===== src/rtl/rr_arbiter.sv =====
// Round-robin arbiter: one-hot registered grant among N requesters, optional hold timeout.
// Latency: request to grant is 1 cycle from idle; release to next grant is 2 cycles (1-cycle gap).
// Backpressure: owner keeps grant while req stays high; others wait until release or timeout.
module rr_arbiter #(
    parameter int N        = 4,
    parameter int IDW      = 2,
    parameter int MAX_HOLD = 16
) (
    input  logic           clk,
    input  logic           rst,
    input  logic [N-1:0]   req,
    output logic [N-1:0]   gnt,
    output logic [IDW-1:0] gnt_id,
    output logic           gnt_vld,
    output logic           expire
);

    localparam int PW = (N > 1) ? $clog2(N) : 1;
    localparam int HW = (MAX_HOLD > 0) ? $clog2(MAX_HOLD + 1) : 1;

    typedef enum logic [1:0] {IDLE, GRANT, GAP} state_t;

    state_t        state;
    logic [PW-1:0] ptr;
    logic [PW-1:0] owner;
    logic [HW-1:0] hold_cnt;

    logic [PW-1:0] sel;
    logic          sel_vld;
    logic [PW:0]   idx;
    logic [PW-1:0] ptr_nxt;
    logic          others;
    logic          hold_full;

    // Cyclic first-set scan starting at ptr; idx is one bit wider so ptr+i never overflows before the wrap.
    always_comb begin
        sel     = '0;
        sel_vld = 1'b0;
        idx     = '0;
        for (int i = 0; i < N; i++) begin
            idx = {1'b0, ptr} + (PW+1)'(i);
            if (idx >= (PW+1)'(N))
                idx = idx - (PW+1)'(N);
            if (!sel_vld && req[idx[PW-1:0]]) begin
                sel_vld = 1'b1;
                sel     = idx[PW-1:0];
            end
        end
    end

    assign ptr_nxt   = (owner == PW'(N - 1)) ? '0 : owner + PW'(1);
    assign others    = |(req & ~gnt);
    assign hold_full = (MAX_HOLD != 0) && (hold_cnt == HW'(MAX_HOLD));

    always_ff @(posedge clk) begin
        if (rst) begin
            state    <= IDLE;
            gnt      <= '0;
            gnt_id   <= '0;
            gnt_vld  <= 1'b0;
            expire   <= 1'b0;
            ptr      <= '0;
            owner    <= '0;
            hold_cnt <= '0;
        end else begin
            expire <= 1'b0;
            case (state)
                IDLE, GAP: begin
                    if (sel_vld) begin
                        gnt      <= {{(N-1){1'b0}}, 1'b1} << sel;
                        gnt_id   <= IDW'(sel);
                        gnt_vld  <= 1'b1;
                        owner    <= sel;
                        hold_cnt <= HW'(1);
                        state    <= GRANT;
                    end else begin
                        gnt     <= '0;
                        gnt_id  <= '0;
                        gnt_vld <= 1'b0;
                        state   <= IDLE;
                    end
                end
                GRANT: begin
                    if (!req[owner] || (hold_full && others)) begin
                        gnt     <= '0;
                        gnt_id  <= '0;
                        gnt_vld <= 1'b0;
                        expire  <= req[owner];
                        ptr     <= ptr_nxt;
                        state   <= GAP;
                    end else if (MAX_HOLD != 0 && !hold_full) begin
                        hold_cnt <= hold_cnt + HW'(1);
                    end
                end
                default: state <= IDLE;
            endcase
        end
    end

endmodule


===== config.mk =====
export PLATFORM = sky130hd
export DESIGN_NAME = rr_arbiter
export DESIGN_NICKNAME = d
export VERILOG_FILES = /design/src/rtl/rr_arbiter.sv
export SDC_FILE = /design/constraint.sdc
export NUM_CORES = 1
export LEC_CHECK = 0
export CORE_ASPECT_RATIO = 0.9
export CORE_MARGIN = 2
export CORE_UTILIZATION = 35
export DETAILED_ROUTE_END_ITERATION = 7
export PLACE_DENSITY = 0.61
export RECOVER_POWER = 50
export SYNTH_ARGS = -nofsm -noshare
export SYNTH_HDL_FRONTEND = slang
export SYNTH_SLANG_ARGS = --single-unit

===== constraint.sdc =====
create_clock -name clk -period 1.7 [get_ports clk]
set_input_delay 0.17 -clock clk [delete_from_list [all_inputs] [get_ports clk]]
set_output_delay 0.17 -clock clk [all_outputs]
set_load 0.05 [all_outputs]

After elaboration in Yosys (flattened, before gate mapping)
Cells that the tools add are included.
{"block": "classes", "shift": 1, "mul": 0, "bitwise_logic": 4, "n_mux": 39, "eq_ne": 8, "div": 0, "n_lt_le_gt_ge": 9, "add_sub_neg": 9, "reduce_logical": 18}
{"op": "$mux W2", "n": 12}
{"op": "$lt A2 B3 Y1 const B", "n": 5}
{"op": "$mux W5", "n": 3}
{"op": "$mux W1", "n": 12}
{"op": "$bmux W1 S2", "n": 5}
{"op": "$pmux W5 S2", "n": 1}
{"op": "$ge A3 B3 Y1 const B", "n": 3}
{"op": "$mux W4", "n": 2}
{"op": "$ne A2 B2 Y1 const B", "n": 4}
{"op": "$pmux W2 S2", "n": 2}
{"op": "$pmux W4 S2", "n": 1}
{"op": "$sub A2 B1 Y2 const B", "n": 4}
{"op": "$add A2 B2 Y3 const B", "n": 2}
{"op": "$reduce_and A2 Y1", "n": 3}
{"op": "$add A5 B1 Y5 const B", "n": 1}
{"op": "$eq A5 B5 Y1 const B", "n": 1}
{"op": "$and A4 B4 Y4", "n": 1}
{"op": "$eq A2 B2 Y1 const B", "n": 2}
{"op": "$logic_and A1 B1 Y1", "n": 4}
{"op": "$logic_not A1 Y1", "n": 4}
{"op": "$not A4 Y4", "n": 1}
{"op": "$reduce_and A4 Y1", "n": 1}
{"op": "$reduce_or A4 Y1", "n": 1}
{"op": "$shl A1 B2 Y4 const A", "n": 1}
{"op": "11 further kinds", "n": 12}
{"block": "totals", "n_memories": 0, "mem_bits_rw": 0, "latchBits": 0, "inputBits": 6, "reg_bits": 19, "rom_bits": 0}

Longest topological paths before layout
{"block": "logic_depth", "ltp_word": 17, "ltp_mapped": 6, "ltp_nobuf": 6}

Worst setup path after synthesis
No wires, ideal clock.
{"block": "synth_path", "kind": "flip-flop to flip-flop", "from": "reg gnt[1]", "to": "reg ptr[0]", "path_stages_with_launch": 5, "slack_ns": -0.060, "n_path_buf": 0, "arrival_ns": 1.637, "cell_sequence": "dfxtp_1 -> nand2b_1 -> a41oi_1 -> a21oi_2 -> mux2_1"}
{"block": "synth_via", "elab_chain_cells": 6}
{"element": "from (decl)", "line": "12", "rtl": "output logic [N-1:0] gnt,"}
{"element": "from (signal assigned)", "line": "70", "rtl": "gnt <= {{(N-1){1'b0}}, 1'b1} << sel;"}
{"element": "$not A4 Y4", "line": "52", "rtl": "assign others = |(req & ~gnt);"}
{"element": "$and A4 B4 Y4", "line": "52"}
{"element": "$reduce_or A4 Y1", "line": "52"}
{"element": "$logic_and A1 B1 Y1", "line": "84", "rtl": "if (!req[owner] || (hold_full && others)) begin"}
{"element": "$logic_or A1 B1 Y1", "line": "84"}
{"element": "$reduce_and A2 Y1 (no source line)"}
{"element": "to (signal assigned)", "line": "89", "rtl": "ptr <= ptr_nxt;"}
{"element": "to (decl)", "line": "24", "rtl": "logic [PW-1:0] ptr;"}
Every way passes these cells.
A chain may end at the register's enable or synchronous reset.

Final worst setup path
{"block": "layout_path", "from": "in req[1]", "to": "reg hold_cnt[1]"}
{"block": "layout_via", "elab_chain_cells": 14, "elab_cells_between_ends": 28, "classes_between": "2 x eq/ne; 14 x mux; 1 x bitwise; 11 x reduce/logical"}
{"element": "from (decl)", "line": "11", "rtl": "input logic [N-1:0] req,"}
{"element": "$bmux W1 S2", "line": "44", "rtl": "if (!sel_vld && req[idx[PW-1:0]]) begin"}
{"element": "$mux W1 (not written as such)", "line": "44"}
{"element": "$mux W1", "line": "44"}
{"element": "$logic_not A1 Y1", "line": "44"}
{"element": "$logic_and A1 B1 Y1", "line": "44"}
{"element": "$mux W1", "line": "44"}
{"element": "$logic_not A1 Y1", "line": "44"}
{"element": "$logic_and A1 B1 Y1", "line": "44"}
{"element": "$mux W1", "line": "44"}
{"element": "$logic_not A1 Y1", "line": "44"}
{"element": "$logic_and A1 B1 Y1", "line": "44"}
{"element": "$mux W1", "line": "44"}
{"element": "$ne A2 B2 Y1 (no source line)"}
{"element": "$reduce_and A4 Y1 (no source line) *"}
{"element": "to (signal assigned)", "line": "92", "rtl": "hold_cnt <= hold_cnt + HW'(1);"}
{"element": "to (decl)", "line": "26", "rtl": "logic [HW-1:0] hold_cnt;"}
Mark *: on every way between the ends. The rest lies on a longest branch, timed or not. The select of a mux whose other input is x is not followed.

==> impl_metrics.json <==
{
  "holdPathEnd": "gnt_vld",
  "synth_cells": 105,
  "synthArstFlopShare_pct": 0,
  "start_kind": "primary input",
  "fin_skew_ns": 0.009791,
  "synth.distinct_cells": 38,
  "r2r_start": "owner[0]",
  "cts.sinks": 19,
  "grt_pass1_wl_um": 4126,
  "hold_buffers": 0,
  "ys_warn_count": 0,
  "yosys_most_used_dff": "dfxtp_1",
  "syn_area_sq_um": 993.5,
  "critPathMaxFanout": 4,
  "cts-root-buf": "clkbuf_4",
  "vdd.ir_drop.worst_mv": 0.5345,
  "grt_max_degree": 11,
  "crit_arrival_ns": 1.89,
  "drc": 0,
  "viasPerCell": 5.104,
  "first_pass_iters": 4,
  "grt-ovfl-total": 0,
  "initial_core_util_pct": 36.46,
  "setup_viol": 0,
  "clk_latency_ns": 0.30,
  "drt_iter0_drc": 38,
  "outcome": "finished clean",
  "synth_nets": 114,
  "dp.cells": 178,
  "area_growth_pct": 40.18,
  "ys_ff_latch": 19,
  "synthMostInstantiatedCell": "dfxtp_1",
  "endpoint_kind": "flip-flop",
  "seqCellArea_sq_um": 389.1,
  "multi_input_area_sq_um": 626.9,
  "cp_cell_sequence": "dlygate4sd3_1, mux4_2, and3_4, or3_1, a21oi_2",
  "crit_family": "buffers and inverters",
  "relSlewSlack_pct": 66.73,
  "ios": 14,
  "reg2reg_slack_ns": 0.09,
  "ff2ff_path_depth": 4,
  "clk_transition_reported_paths_ns": 0.11,
  "synth_compound_area_share_pct": 18.26,
  "synthTopCellsByArea": "dfxtp_1, nand2b_1, a32o_1",
  "reg2reg_to": "hold_cnt[1]",
  "clk_path_buf_depth": 2,
  "gr-usage-all-layers_pct": 17.32,
  "die_h_um": 54.54,
  "synth-adder-area-share_pct": 3.778,
  "p_leak_nw": 0.5410,
  "wl_per_cell_um": 13.30,
  "wirelength_um": 2420,
  "finalSetupTns_ns": 0,
  "synth_xor_area_share_pct": 2.645,
  "final.period_utilization_pct": 96.47,
  "num-fill-cells": 278,
  "core_area_sq_um": 2725,
  "gp_congestion": 0.8074,
  "setup.worst_path.start": "req[1]",
  "ys_seq_area_share_pct": 38.29,
  "cts_made_buffers": 3,
  "slowest_delay_ns": 0.59,
  "rsz0062_at_grt": "no",
  "hold_depth": 1,
  "cts_tree": "yes",
  "maxSlewViolCount": 0,
  "instances_no_fill": 182,
  "avgSynthCellArea_sq_um": 9.461,
  "synthSimpleGateAreaFrac_pct": 28.46,
  "port_buffers": 13,
  "powerDensity_nw_per_um2": 769.6,
  "critical_path_buf_inv_count": 1,
  "final_cell_area_sq_um": 1393,
  "synth_top_family_by_area": "simple AND/OR/NAND/NOR gates",
  "hp-class": "reg2reg",
  "synth_edf_count": 0,
  "grt_pass1_vias": 884,
  "placedInstanceArea_sq_um": 1336,
  "hpwl_um": 1922,
  "crit_required_ns": 1.95,
  "die_area_sq_um": 3281,
  "vias": 929,
  "worst_pin_slew_ns": 0.4974,
  "yosysTopAreaCell": "dfxtp_1",
  "antenna_found_initial": 0,
  "die_x_um": 60.16,
  "yosysTopAreaCellShare_pct": 38.29,
  "critPathSlowestCell": "dlygate4sd3_1",
  "finalHoldViolCount": 0,
  "crit_type": "in2reg",
  "diodes": 0,
  "drv_cap": 0,
  "nets": 152,
  "period_minus_slack_ns": 1.640,
  "drt.antenna.violating_nets": 0,
  "synthTopCellsByCount": "dfxtp_1, nor2_1, nand2_1, nand2b_1, nor2b_1",
  "hold_start": "gnt_vld",
  "htreeDepth": 1,
  "num_rows": 18,
  "synthMuxAreaShare_pct": 6.675,
  "drive_gt1_share_pct": 30.99,
  "max_freq_mhz": 609.7
}
## how the worst max path moves through the flow
stage,end,slack [ns],cells after the start
finish,hold_cnt[1],0.06,5
global route,gnt_id[0],0.01,1
CTS,gnt[0],-0.02,8
detailed placement,hold_cnt[1],-0.19,5
global placement,hold_cnt[1],-0.14,5
floorplan,hold_cnt[1],0.004,4
## what timing repair did
action / 4_1_cts / 5_1_grt
gates resized for setup: 3 / 6
buffers inserted: 1 / 1
pin swaps: 1 / 2
endpoints found under the setup margin: 6 / 9
## metrics by stage
stage / util, % / power (mW) / worst slack, ns / hold slack [ns]
global route: 51.10 / 1.140 / 0.01420 / 0.4944
floorplan: - / 0.7017 / 0.003744 / 0.4563
CTS: 50.37 / 1.080 / -0.02008 / 0.4631
finish: 51.10 / 1.072 / 0.05996 / 0.4560
detailed placement: 49.04 / 0.8457 / -0.1866 / 0.4386
global placement: 49.04 / 0.8390 / -0.1396 / 0.4354
## area by class of cell
cell class | instances | share of cell area (%)
tap | 40 | 3.594
timing repair buffer | 35 | 20.75
inverter | 3 | 0.8086
multi-input combinational | 81 | 45.01
sequential | 19 | 27.94
clock buffer | 4 | 1.887
## kinds of logic after synthesis
kind of cell | after synthesis
and+or+nand+nor | 49
AOI/OAI and AO/OA | 21
DFF | 19
xor gates and xnor gates | 3
adders and majority gates | 3
buffers and inverters | 5
muxes | 5
## layer usage
| metal | GRT usage (%) | wire length (um) | share of wire (%) | vias to the layer above |
|---|---|---|---|---|
| li1 | - | - | - | 462 |
| met1 | 21.19 | 1072 | 44 | 446 |
| met2 | 29.71 | 1222 | 50 | 16 |
| met3 | 3.783 | 81 | 3.3 | 5 |
| met4 | 6.667 | 44 | 1.8 | 0 |
| met5 | 0 | 0 | 0 | - |
## placed cells by master, fill, tap and decap left out, drive strengths merged, types with 3 or more instances in the layout
cell type,instances
nor2,8
nand3,4
buf,20
a21oi,6
mux2,3
nand2,7
nand2b,7
and3,4
nor2b,6
dfxtp,19
inv,3
clkdlybuf4s50,12
a32o,4
xor2,3
ha,3
clkbuf,6
## flip-flops by register name, indices dropped and copies added (netlist names)
| signal | cells |
|---|---|
| state | 2 |
| gnt_vld | 1 |
| owner | 2 |
| ptr | 2 |
| gnt_id | 2 |
| hold_cnt | 5 |
| expire | 1 |
| gnt | 4 |
## power by group
part           internal (mW)  total [mW]  switching (mW)  leakage, nW
clock network         0.0916       0.230           0.138       0.0150
logic                  0.157       0.338           0.181        0.368
registers              0.480       0.504          0.0243        0.158
Note: power is estimated with default switching activity, not from simulation.
